--- src/rtl/phase_det_pkg.sv ---
// -----------------------------------------------------------------------------
// phase_det_pkg
// Shared constants and types for the phase edge detector slice.
//   NPH          : number of sub-bit sample positions per word (8x oversampling)
//   PH_W         : width of a phase index (0..NPH-1)
//   WIN_LOG2_DEF : default log2 of the histogram window length, in valid words
//   hist_cnt_t   : histogram bin type for the default window. One bit wider
//                  than WIN_LOG2, so a bin cannot overflow within a window.
//   cnt_width()  : bin width for an arbitrary WIN_LOG2
// -----------------------------------------------------------------------------
package phase_det_pkg;

    localparam int NPH          = 8;
    localparam int PH_W         = 3;
    localparam int WIN_LOG2_DEF = 4;

    // A bin sees at most one edge per word, so 2**WIN_LOG2 needs WIN_LOG2+1 bits.
    function automatic int cnt_width(input int win_log2);
        return win_log2 + 1;
    endfunction

    typedef logic [WIN_LOG2_DEF:0] hist_cnt_t;

endpackage

--- src/rtl/phase_edge_detector_if.sv ---
// -----------------------------------------------------------------------------
// phase_edge_detector_if
// Groups the sample input and the window-result outputs of phase_edge_detector.
//   din_valid : din carries a new oversampled word this cycle
//   din[7:0]  : 8 samples, bit 0 oldest, bit 7 newest
//   update    : one-cycle strobe, phase holds a new window result
//   phase     : dominant edge position 0..7, held between updates
//   no_signal : high while the signal is considered absent
// Modports:
//   master : sample source / result consumer
//   slave  : the detector
// -----------------------------------------------------------------------------
interface phase_edge_detector_if;
    import phase_det_pkg::*;

    logic            din_valid;
    logic [NPH-1:0]  din;
    logic            update;
    logic [PH_W-1:0] phase;
    logic            no_signal;

    modport master (
        output din_valid, din,
        input  update, phase, no_signal
    );

    modport slave (
        input  din_valid, din,
        output update, phase, no_signal
    );

endinterface

--- src/rtl/phase_argmax.sv ---
// -----------------------------------------------------------------------------
// phase_argmax
// Combinational 8-way maximum over histogram bins. Ties resolve to the lowest
// index. Also returns the sum of all bins.
//   cnt_i   : NPH bins of CNT_W bits
//   idx_o   : index of the largest bin (lowest index on ties)
//   total_o : sum of all bins, wide enough to avoid overflow
// -----------------------------------------------------------------------------
module phase_argmax
    import phase_det_pkg::*;
#(
    parameter int CNT_W = $bits(hist_cnt_t)
) (
    input  logic [NPH-1:0][CNT_W-1:0] cnt_i,
    output logic [PH_W-1:0]           idx_o,
    output logic [CNT_W+PH_W-1:0]     total_o
);

    localparam int TOT_W = CNT_W + PH_W;

    logic [CNT_W-1:0] best;

    always_comb begin
        idx_o   = '0;
        best    = cnt_i[0];
        total_o = '0;
        for (int i = 0; i < NPH; i++) begin
            total_o = total_o + TOT_W'(cnt_i[i]);
            // Strictly greater: an equal later bin never displaces an earlier one.
            if (cnt_i[i] > best) begin
                best  = cnt_i[i];
                idx_o = PH_W'(i);
            end
        end
    end

endmodule

--- src/rtl/phase_edge_detector.sv ---
// -----------------------------------------------------------------------------
// phase_edge_detector
// Front end of the deser400 phase filter. Detects transitions at each of the 8
// sub-bit positions of an 8x-oversampled stream. It builds an edge histogram
// over a window of 2**WIN_LOG2 valid words. At window end it reports the
// dominant edge position with a one-cycle update strobe. It flags loss of signal
// after NOSIG_WINDOWS consecutive windows with fewer than MIN_EDGES edges.
//
// Ports:
//   clk     : system clock, all logic on posedge
//   reset_n : asynchronous active-low reset
//   bus     : phase_edge_detector_if.slave (din_valid, din, update, phase,
//             no_signal)
//
// Build option:
//   PHASE_EDGE_RISING_ONLY_EN : when defined, only rising (0->1) transitions
//                               count. When undefined, both polarities count.
//
// Timing: the word that closes a window is accepted on edge N. The snapshot is
// taken on edge N, evaluated during the following cycle, and registered on edge
// N+1, so update is high in the second cycle after the word was presented.
// -----------------------------------------------------------------------------
module phase_edge_detector
    import phase_det_pkg::*;
#(
    parameter int WIN_LOG2      = WIN_LOG2_DEF,
    parameter int MIN_EDGES     = 1,
    parameter int NOSIG_WINDOWS = 4
) (
    input  logic                  clk,
    input  logic                  reset_n,
    phase_edge_detector_if.slave  bus
);

    localparam int CW    = cnt_width(WIN_LOG2);
    localparam int TOT_W = CW + PH_W;
    localparam int EMP_W = $clog2(NOSIG_WINDOWS + 1);

    // ------------------------------------------------------------------
    // Edge vector
    // ------------------------------------------------------------------
    logic           prev_q;
    logic [NPH:0]   samples_ext;   // {din, prev}: position i is between ext[i] and ext[i+1]
    logic [NPH-1:0] edges;

    assign samples_ext = {bus.din, prev_q};

    genvar gi;
    generate
        for (gi = 0; gi < NPH; gi++) begin : g_edge
`ifdef PHASE_EDGE_RISING_ONLY_EN
            assign edges[gi] = samples_ext[gi+1] & ~samples_ext[gi];
`else
            assign edges[gi] = samples_ext[gi+1] ^ samples_ext[gi];
`endif
        end
    endgenerate

    // ------------------------------------------------------------------
    // Word counter and window framing
    // ------------------------------------------------------------------
    logic [WIN_LOG2-1:0] wcnt_q;
    logic                win_end;
    logic                eval_q;

    assign win_end = bus.din_valid && (wcnt_q == '1);

    always_ff @(posedge clk or negedge reset_n) begin
        if (!reset_n) begin
            prev_q <= 1'b0;
            wcnt_q <= '0;
            eval_q <= 1'b0;
        end else begin
            eval_q <= win_end;
            if (bus.din_valid) begin
                prev_q <= bus.din[NPH-1];
                wcnt_q <= wcnt_q + WIN_LOG2'(1);
            end
        end
    end

    // ------------------------------------------------------------------
    // Histogram bins and window snapshot, one register pair per position
    // ------------------------------------------------------------------
    logic [NPH-1:0][CW-1:0] snap_all;

    generate
        for (gi = 0; gi < NPH; gi++) begin : g_bin
            logic [CW-1:0] hist_q;
            logic [CW-1:0] snap_q;

            always_ff @(posedge clk or negedge reset_n) begin
                if (!reset_n) begin
                    hist_q <= '0;
                    snap_q <= '0;
                end else if (bus.din_valid) begin
                    if (win_end) begin
                        // The closing word is part of the window. The next valid
                        // word starts a fresh window with no dead cycle.
                        snap_q <= hist_q + CW'(edges[gi]);
                        hist_q <= '0;
                    end else begin
                        hist_q <= hist_q + CW'(edges[gi]);
                    end
                end
            end

            assign snap_all[gi] = snap_q;
        end
    endgenerate

    // ------------------------------------------------------------------
    // Evaluate stage
    // ------------------------------------------------------------------
    logic [PH_W-1:0]  best_idx;
    logic [TOT_W-1:0] total;

    phase_argmax #(
        .CNT_W (CW)
    ) u_argmax (
        .cnt_i   (snap_all),
        .idx_o   (best_idx),
        .total_o (total)
    );

    logic             update_q, update_d;
    logic [PH_W-1:0]  phase_q,  phase_d;
    logic [EMP_W-1:0] empty_q,  empty_d;
    logic             nosig_q,  nosig_d;

    always_comb begin
        update_d = 1'b0;
        phase_d  = phase_q;
        empty_d  = empty_q;
        nosig_d  = nosig_q;
        if (eval_q) begin
            if (total >= TOT_W'(MIN_EDGES)) begin
                update_d = 1'b1;
                phase_d  = best_idx;
                empty_d  = '0;
                nosig_d  = 1'b0;
            end else begin
                // Saturate so that a long silence cannot wrap back below threshold.
                if (empty_q != EMP_W'(NOSIG_WINDOWS)) begin
                    empty_d = empty_q + EMP_W'(1);
                end
                if (empty_d == EMP_W'(NOSIG_WINDOWS)) begin
                    nosig_d = 1'b1;
                end
            end
        end
    end

    always_ff @(posedge clk or negedge reset_n) begin
        if (!reset_n) begin
            update_q <= 1'b0;
            phase_q  <= '0;
            empty_q  <= '0;
            nosig_q  <= 1'b1;
        end else begin
            update_q <= update_d;
            phase_q  <= phase_d;
            empty_q  <= empty_d;
            nosig_q  <= nosig_d;
        end
    end

    assign bus.update    = update_q;
    assign bus.phase     = phase_q;
    assign bus.no_signal = nosig_q;

endmodule

--- src/flat_wrapper.sv ---
// flat-port wrapper written by rule: the top's interface ports become plain ports
module phase_edge_detector_flat import phase_det_pkg::*;
#(
    parameter int WIN_LOG2      = WIN_LOG2_DEF,
    parameter int MIN_EDGES     = 1,
    parameter int NOSIG_WINDOWS = 4
)
  (clk, reset_n, bus_din_valid, bus_din, bus_update, bus_phase, bus_no_signal);
  phase_edge_detector_if bus_i ();
  input  logic clk;
  input  logic reset_n;
  input wire logic [$bits(bus_i.din_valid)-1:0] bus_din_valid;
  input wire logic [$bits(bus_i.din)-1:0] bus_din;
  output wire logic [$bits(bus_i.update)-1:0] bus_update;
  output wire logic [$bits(bus_i.phase)-1:0] bus_phase;
  output wire logic [$bits(bus_i.no_signal)-1:0] bus_no_signal;
  assign bus_i.din_valid = bus_din_valid;
  assign bus_i.din = bus_din;
  assign bus_update = bus_i.update;
  assign bus_phase = bus_i.phase;
  assign bus_no_signal = bus_i.no_signal;
  phase_edge_detector #(.WIN_LOG2(WIN_LOG2), .MIN_EDGES(MIN_EDGES), .NOSIG_WINDOWS(NOSIG_WINDOWS)) u_core (.clk(clk), .reset_n(reset_n), .bus(bus_i));
endmodule
--- config.mk ---
export PLATFORM = sky130hd
export DESIGN_NAME = phase_edge_detector_flat
export DESIGN_NICKNAME = d
export VERILOG_FILES = /design/src/rtl/phase_det_pkg.sv /design/src/rtl/phase_edge_detector_if.sv /design/src/rtl/phase_argmax.sv /design/src/rtl/phase_edge_detector.sv /design/src/flat_wrapper.sv
export SDC_FILE = /design/constraint.sdc
export NUM_CORES = 1
export LEC_CHECK = 0
export ABC_AREA = 0
export BUFFER_PORTS_ARGS = -buffer_cell sky130_fd_sc_hd__buf_2
export CAP_MARGIN = 20
export CORE_MARGIN = 4
export CORE_UTILIZATION = 58
export DETAILED_ROUTE_END_ITERATION = 6
export PLACE_DENSITY = 0.74
export SYNTH_ARGS = -nofsm -noshare
export SYNTH_HDL_FRONTEND = slang
export SYNTH_SLANG_ARGS = --single-unit
--- constraint.sdc ---
create_clock -name clk -period 9.8 [get_ports clk]
set_input_delay 0.98 -clock clk [delete_from_list [all_inputs] [get_ports clk]]
set_output_delay 0.98 -clock clk [all_outputs]
set_load 0.02 [all_outputs]
# After elaboration in Yosys (flattened, before gate mapping)
# Index checks and enable logic that the tools add are counted.
# Widths: inputs -> output; s select.
dict set report word_totals {
  ff_bits 94
  latchBits 0
  ramBits 0
  rom_bits 0
  inputBits 11
  output_inout_bits 5
  word_cells 93
  n_memories 0
}
dict set report classes {
  add_sub_neg 17
  mul 0
  n_div 0
  magnitude_cmp 8
  n_eq_ne 3
  shift 0
  muxes 29
  bitwise 8
  reduce_logical 5
}
# op n
set ops {}
lappend ops {{$mux 5} 14}
lappend ops {{$add 5x1->5} 8}
lappend ops {{$gt 5x5->1} 7}
lappend ops {{$add 8x5->8} 4}
lappend ops {{$mux 3} 10}
lappend ops {{$add 7x5->8} 1}
lappend ops {{$ge 8x1->1 const B} 1}
lappend ops {{$xor 1x1->1} 8}
lappend ops {{$add 6x5->7} 1}
lappend ops {{$add 5x5->6} 1}
lappend ops {{$reduce_and 2->1} 3}
lappend ops {{$mux 1} 5}
lappend ops {{$add 4x1->4 const B} 1}
lappend ops {{$eq 4x4->1 const B} 1}
lappend ops {{$add 3x1->3 const B} 1}
lappend ops {{$eq 3x3->1 const B} 1}
lappend ops {{$ne 3x3->1 const B} 1}
lappend ops {{$reduce_bool 2->1} 1}
lappend ops {{$logic_and 1x1->1} 1}

# Logic depth before layout (Yosys ltp)
# Gate-level depths: netlist of the first run.
dict set report logic_depth {
  ltp_word 14
  ltp_mapped 52
  depth_no_buf 48
}

# By module
# Synthesis of the first run repeated with hierarchy kept, for this count alone.
dict set report hier_totals {
  hier_cells 718
  hier_area_um2 6894.1
}
# module n_inst cells_each area_each_um2 seq_area_each_um2
set by_module_without_submodules {}
lappend by_module_without_submodules {phase_edge_detector 1 437 4441.8 2353.5}
lappend by_module_without_submodules {phase_argmax 1 281 2452.4 0.0}

# Least setup slack after synthesis of the first run
# OpenSTA, ideal clock, no wires.
dict set report synth_path {
  kind {register to register}
  start {register u_core.g_bin[0].snap_q[3]}
  end {register u_core.phase_q[2], in the netlist u_core.bus.phase[2]}
  setup_ps 138
  t_arrival_ps 9273
  required_time_ps 9662
  slack_ps 389
  stages_incl_launch_ff 51
  n_path_buf 4
  period_less_slack_ps 9411
  cell_sequence {dfrtp_1 -> inv_1 -> ha_1 -> a21o_1 -> a21oi_2 -> a21o_1 -> buf_4 -> a21oi_1 -> ha_1 -> and3_1 -> a31oi_1 -> o21a_1 -> a211oi_2 -> a21oi_1 -> inv_1 -> ha_1 -> nor2b_1 -> o31ai_1 -> [15 not listed] -> a221oi_1 -> or2_2 -> clkbuf_1 -> mux2i_1 -> ha_1 -> a21o_1 -> a221o_1 -> and2_1 -> buf_2 -> nor4b_1 -> a221oi_1 -> ha_1 -> nor2b_1 -> o21ai_0 -> nand2b_1 -> a211oi_1 -> o21a_1 -> a31oi_1}
}
dict set report synth_via {
  elab_chain_cells 14
  elab_cells_between_ends 27
  cone_classes {add/sub: 7; order compare: 8; mux: 11; reduce/logical: 1}
}
# item line
set synth_rtl {}
lappend synth_rtl {{from (decl)} phase_edge_detector.sv:90} ;# logic [CW-1:0] snap_q;
lappend synth_rtl {{from (signal assigned)} phase_edge_detector.sv:100} ;# snap_q <= hist_q + CW'(edges[gi]);
lappend synth_rtl {{branches (longest 14 deep; another with $add 7x5->8)} -}
lappend synth_rtl {{to (signal assigned)} phase_edge_detector.sv:162} ;# phase_q <= phase_d;
lappend synth_rtl {{to (decl)} phase_edge_detector.sv:127} ;# logic [PH_W-1:0] phase_q, phase_d;
# Several ways; the timed one is not identified.
# A chain may end at the register's enable or synchronous reset.

# Worst setup path after layout of the first run
# Ends and elaborated chain as after synthesis.

==> impl_metrics.json, run 1 <==
{
  "yosys_register_bits": 94,
  "synth_fp_nets": 823,
  "setup_violations": 0,
  "drt-total-wl_um": 15900,
  "path_buf_inv": 8,
  "reg2regPathDepth": 50,
  "slew_violations": 0,
  "rows": 38,
  "cp-end-kind": "flop",
  "synth-xor-area-share_pct": 4.64,
  "worstPathArrival_ps": 9700,
  "viasPerCell": 5.98,
  "final_util_pct": 68.4,
  "synth_top_family_by_area": "adder cells",
  "yosysWarnings": 0,
  "cp_slowest_cell": "dfrtp_1",
  "place_congestion": 0.952,
  "cts_made_buffers": 9,
  "grt_max_degree": 83,
  "diodes": 0,
  "grt_util_all_layers_pct": 24.9,
  "synthMuxAreaShare_pct": 1.29,
  "cts.sinks": 94,
  "critPathTopFamily": "compound AO/OA/AOI/OAI gates",
  "holdPathStages": 1,
  "path_class": "flop to flop",
  "first_pass_iters": 6,
  "fin_crit_sh_pct": 96.8,
  "cts_root_buf": "clkbuf_16",
  "syn_to_final_growth_pct": 13.7,
  "die_h_um": 115,
  "synth_cell_types": 51,
  "antenna_found_initial": 0,
  "ios": 16,
  "synth_fa_ha_area_share_pct": 20.5,
  "core_um2": 11000,
  "ant_nets": 0,
  "min_period_ps": 9490,
  "finalHoldViolCount": 0,
  "drt-initial-drc-count": 338,
  "whs_ps": 491,
  "clock_skew_ps": 12.4,
  "fmax_ghz": 0.105,
  "wl_per_cell_um": 17.7,
  "holdCritPathClass": "flop to flop",
  "maxCapViolations": 0,
  "clockBufferDepth": 2,
  "max_stage_delay_ps": 410,
  "synth-compound-area-share_pct": 17.4,
  "cts.htree.levels": 3,
  "die_x_um": 115,
  "yosys.area_share.simple_pct": 15.2,
  "insertion_delay_ps": 350,
  "post_route_cells_drive_above_1_share_pct": 15.7,
  "grt_pass1_wl_um": 25900,
  "syn_area_um2": 6610,
  "die-area_um2": 13200,
  "synth_cells": 721,
  "final_nets": 855,
  "port_buffers": 15,
  "start_util_pct": 60.2,
  "drc": 0,
  "overflow": 0,
  "cp.required_ps": 10010,
  "crit_top_cell": "ha_1",
  "yosysSeqAreaShare_pct": 35.6,
  "grt_pass1_vias": 5127,
  "cts_tree": "done",
  "status": "finished clean",
  "tightest_slew_ps": 834,
  "dr_total_vias": 5370,
  "crit_cells": 50,
  "clkSlewWorstSetupHoldPaths_ps": 70,
  "slew_headroom_pct": 44.3,
  "syn_avg_cell_area_um2": 9.17,
  "start_kind": "flop",
  "cts_hold_buf": 0,
  "critPathMaxFanout": 7,
  "place_hpwl_um": 11500
}
## repair_timing
| action | in CTS | in global routing |
|---|---|---|
| endpoints found under the setup margin | 3 | 3 |
| cloned | 0 | 3 |
| setup buffers | 2 | 14 |
| resized for setup | 10 | 39 |
| pin swaps | 0 | 14 |
## cells by family after synthesis
logic type / Yosys count
adders and majority gates: 91
buffers and inverters: 91
and+or+nand+nor: 227
xor gates and xnor gates: 35
DFF: 94
AOI/OAI and AO/OA: 175
muxes: 8
## cells in the final DEF, fill, tap and decap left out, types with 3 or more instances in the layout
cell type  synthesis  final
clkbuf_16          0      9
a211oi_2           5      6
a211oi_1           8      3
inv_1             63     62
nor4b_1            4      3
a21oi_1           15      8
buf_2              2     14
a21oi_2            1      8
nand3_1           37     36
xnor2_1            7      7
nor3_1             5      4
a31oi_1            9      9
o221ai_1           4      4
buf_4              1     32
nand2b_1           5      5
nor2_1            24     21
mux2i_1            4      3
a21o_1             7      5
nand2_1          125    125
fa_1              29     29
and3_1             9      7
o21ai_1            5      7
o22ai_1            4      4
mux2_2             4      4
a221oi_2           2      4
ha_1              62     60
a41oi_1            4      3
a211oi_4           0      4
o31ai_1           17     16
xor2_1            28     28
o21ai_0           75     72
and2_1             5      4
dfrtp_1           93     92
nor2b_1            6      5
o21a_1             6      4
## flip-flops by register name, summed over array words and instances, names as in the netlist
name,cells
u_core.prev_q,1
u_core.bus.no_signal,1
u_core.empty_q,3
u_core.bus.phase,3
u_core.eval_q,1
u_core.bus.update,1
u_core.wcnt_q,4
u_core.g_bin.snap_q,40
u_core.g_bin.hist_q,40
## cell type report
cell class                      count  area [µm²]
Clock buffer                       12         246
Clock inverter                      4        53.8
Fill cell                         847        3470
Inverter                           63         236
Multi-Input combinational cell    539        4140
Sequential cell                    94        2350
Tap cell                          140         175
Timing Repair Buffer               46         310
## stage by stage
stage / instance area (µm²) / TNS [ps] / setup slack (ps) / instances
2_1_floorplan: 6610 / 0 / 389 / 721
3_3_place_gp: 6860 / 0 / 158 / 863
3_5_place_dp: 6860 / -692 / -242 / 863
4_1_cts: 7220 / 0 / 16.7 / 881
5_1_grt: 7520 / -391 / -134 / 898
6_report: 7520 / 0 / 315 / 898
## per-layer routing
layer / share of wire, % / vias to the layer above / wire length [µm] / GRT usage, %
met3: 5.2 / 35 / 829 / 4.79
met2: 45 / 153 / 7110 / 37.8
met4: 2.2 / 0 / 353 / 7.36
li1: - / 2566 / - / -
met1: 48 / 2616 / 7550 / 36.5
met5: 0 / - / 0 / 0
## path summary, 6_finish.rpt
kind	start	end	slack (ps)
setup / recovery	u_core.g_bin[0].snap_q[3]$_DFFE_PN0P_	u_core.bus.phase[2]$_DFFE_PN0P_	310
hold / removal	u_core.wcnt_q[3]$_DFFE_PN0P_	u_core.wcnt_q[3]$_DFFE_PN0P_	490
setup reg to reg	u_core.g_bin[0].snap_q[3]$_DFFE_PN0P_	u_core.bus.phase[2]$_DFFE_PN0P_	310
hold reg to reg	u_core.wcnt_q[3]$_DFFE_PN0P_	u_core.wcnt_q[3]$_DFFE_PN0P_	490
max in group asynchronous	reset_n	u_core.g_bin[7].snap_q[1]$_DFFE_PN0P_	8100
min in group asynchronous	reset_n	u_core.g_bin[1].hist_q[4]$_DFFE_PN0P_	560
## Yosys cell counts, drive strengths merged
cell     instances  area [µm²]
a211oi          13         123
a21boi           1        7.51
a21o             7        52.6
a21oi           16        83.8
a221o            2        20.0
a221oi           4        47.6
a31o             2        17.5
a31oi            9        56.3
a41oi            4        35.0
and2             5        31.3
and3             9        56.3
and4             1        8.76
buf              5        32.5
clkbuf          23        86.3
dfrtp           93        2330
dfstp            1        26.3
fa              29         581
ha              62         776
inv             63         236
mux2             4        45.0
mux2i            4        40.0
nand2          125         469
nand2b           5        31.3
nand3           37         185
nand4            2        12.5
nor2            24        90.1
nor2b            6        37.5
nor3             5        25.0
nor4             1        6.26
nor4b            4        35.0
o2111ai          2        17.5
o211ai           1        7.51
o21a             6        45.0
o21ai           80         400
o21bai           1        18.8
o221ai           4        35.0
o22ai            4        25.0
o31ai           18         140
o32ai            1        16.3
or2              2        12.5
or3              1        6.26
xnor2            7        61.3
xor2            28         245
Power of run 1 is not shown: default switching activity piles up to over one toggle a cycle in this logic, so the estimate is an artifact.
==> inputs of run 2 (changes only) <==
--- a/config.mk
+++ b/config.mk
@@ -9,9 +9,9 @@
 export BUFFER_PORTS_ARGS = -buffer_cell sky130_fd_sc_hd__buf_2
 export CAP_MARGIN = 20
 export CORE_MARGIN = 4
-export CORE_UTILIZATION = 58
+export CORE_UTILIZATION = 60
 export DETAILED_ROUTE_END_ITERATION = 6
-export PLACE_DENSITY = 0.74
+export PLACE_DENSITY = 0.73
 export SYNTH_ARGS = -nofsm -noshare
 export SYNTH_HDL_FRONTEND = slang
 export SYNTH_SLANG_ARGS = --single-unit
==> constraint.sdc (replaced) <==
create_clock -name clk -period 11.2 [get_ports clk]
set_input_delay 1.12 -clock clk [delete_from_list [all_inputs] [get_ports clk]]
set_output_delay 1.12 -clock clk [all_outputs]
set_load 0.02 [all_outputs]
==> run 2 against run 1 <==
  * Hold slack worse by 14 ps
  * Utilization down 3.8 points
  * Critical path depth down 3
  * Clock-buffer cell count is 1 lower
  * Sequential share of layout area grew 2.4 points
  * Critical endpoint unchanged
  * Critical path type unchanged
==> impl_metrics.json, run 2 (synthesis results as in run 1) <==
{
  "status": "finished clean",
  "slew_headroom_pct": 37.3,
  "antenna_found_initial": 0,
  "finalHoldViolCount": 0,
  "postCtsSetupBuffers": 0,
  "first_pass_iters": 5,
  "final_cell_mix": "125 x nand2_1, 93 x dfrtp_1, 74 x o21ai_0",
  "drt-initial-drc-count": 314,
  "r2r_slack_ps": 930,
  "cts.sinks": 94,
  "holdPathStages": 1,
  "setup_violations": 0,
  "place_ws_ps": 597,
  "path_class": "flop to flop",
  "ant_nets": 0,
  "cts_made_buffers": 9,
  "critPathMaxFanout": 10,
  "max_stage_delay_ps": 440,
  "clock_skew_ps": 7.63,
  "rows": 38,
  "die_h_um": 113,
  "diodes": 0,
  "layout_commonest_cell": "nand2_1",
  "viasPerCell": 5.83,
  "clkSlewWorstSetupHoldPaths_ps": 100,
  "cts_tree": "done",
  "worstPathArrival_ps": 10510,
  "core_um2": 10800,
  "die_x_um": 113,
  "cp.required_ps": 11450,
  "dr_total_vias": 5069,
  "clockBufferDepth": 2,
  "fin_crit_sh_pct": 91.7,
  "overflow": 0,
  "ios": 16,
  "holdCritPathClass": "flop to flop",
  "port_buffers": 15,
  "reg2regPathDepth": 47,
  "cp-end-kind": "flop",
  "drt-total-wl_um": 14900,
  "fmax_ghz": 0.0974,
  "wl_per_cell_um": 17.1,
  "r2r_end": "u_core.bus.phase[2]$_DFFE_PN0P_",
  "slew_violations": 0,
  "insertion_delay_ps": 370,
  "post_route_cells_drive_above_1_share_pct": 8.23,
  "crit_top_cell": "ha_1",
  "cts.htree.levels": 3,
  "die-area_um2": 12800,
  "place_congestion": 0.911,
  "start_util_pct": 61.3,
  "cp_slowest_cell": "a221o_1",
  "min_period_ps": 10270,
  "rsz0062_at_grt": "no",
  "grt_util_all_layers_pct": 24.8,
  "place_hpwl_um": 11400,
  "min_to": "u_core.wcnt_q[3]$_DFFE_PN0P_",
  "post_cts_resized": 0,
  "fill_cells": 922,
  "worstReg2RegStart": "u_core.g_bin[0].snap_q[3]$_DFFE_PN0P_",
  "grt_max_degree": 83,
  "tns_ps": 0,
  "start_kind": "flop",
  "grt_pass1_wl_um": 25100,
  "cts_root_buf": "clkbuf_8",
  "final_nets": 826,
  "tightest_slew_ps": 941,
  "grt_pass1_vias": 4953,
  "layout_setup_ws_ps": 935,
  "maxCapViolations": 0,
  "reg_top3": "u_core.g_bin.hist_q: 40 flops, u_core.g_bin.snap_q: 40 flops, u_core.wcnt_q: 4 flops",
  "holdCritStartpoint": "u_core.wcnt_q[3]$_DFFE_PN0P_",
  "syn_to_final_growth_pct": 5.51,
  "drc": 0,
  "cts_hold_buf": 0
}
[run 2: stage by stage]
step           util [%]  std cells  hold slack, ps  instance area [µm²]
2_1_floorplan         -        721             446                 6610
4_1_cts            64.5        869             481                 6960
3_3_place_gp       62.9        853             466                 6780
6_report           64.6        869             477                 6980
5_1_grt            64.6        869             517                 6980
3_5_place_dp       62.9        853             464                 6780
[run 2: final cells by class]
| cell class | count | area (µm²) | area share, % |
|---|---|---|---|
| Inverter | 63 | 236 | 3.39 |
| Multi-Input combinational cell | 536 | 3920 | 56.2 |
| Clock inverter | 5 | 32.5 | 0.466 |
| Clock buffer | 11 | 141 | 2.03 |
| Timing Repair Buffer | 20 | 115 | 1.65 |
| Sequential cell | 94 | 2350 | 33.7 |
| Tap cell | 140 | 175 | 2.51 |
[run 2: how the worst max path moves through the flow]
| stage | startpoint | end | cells past startpoint |
|---|---|---|---|
| finish | u_core.g_bin[0].snap_q[3]$_DFFE_PN0P_ | u_core.bus.phase[2]$_DFFE_PN0P_ | 47 |
| global route | u_core.g_bin[0].snap_q[3]$_DFFE_PN0P_ | u_core.bus.phase[0]$_DFFE_PN0P_ | 48 |
| CTS | u_core.g_bin[0].snap_q[3]$_DFFE_PN0P_ | u_core.bus.phase[2]$_DFFE_PN0P_ | 46 |
| detailed placement | u_core.g_bin[0].snap_q[3]$_DFFE_PN0P_ | u_core.bus.phase[2]$_DFFE_PN0P_ | 46 |
| global placement | u_core.g_bin[0].snap_q[3]$_DFFE_PN0P_ | u_core.bus.phase[2]$_DFFE_PN0P_ | 46 |
| floorplan | u_core.g_bin[0].snap_q[3]$_DFFE_PN0P_ | u_core.bus.phase[2]$_DFFE_PN0P_ | 50 |
[run 2: critical path: cells and delay by family, from the launching register on]
family	cells	cell delay (ps)
AO/OA/AOI/OAI	24	5090
adder cells (fa/ha/maj)	7	2100
AND/OR/NAND/NOR	12	2030
flip-flops	1	420
buffers and inverters	3	250
multiplexers	1	210
[run 2: layer usage]
metal,vias up,share of wire [%],GRT usage [%]
met4,0,2.5,9.70
met1,2415,50,37.3
met5,-,0,0
met3,29,4.4,3.48
met2,126,43,36.6
li1,2499,-,-
Power of run 2 is left out for the same reason.
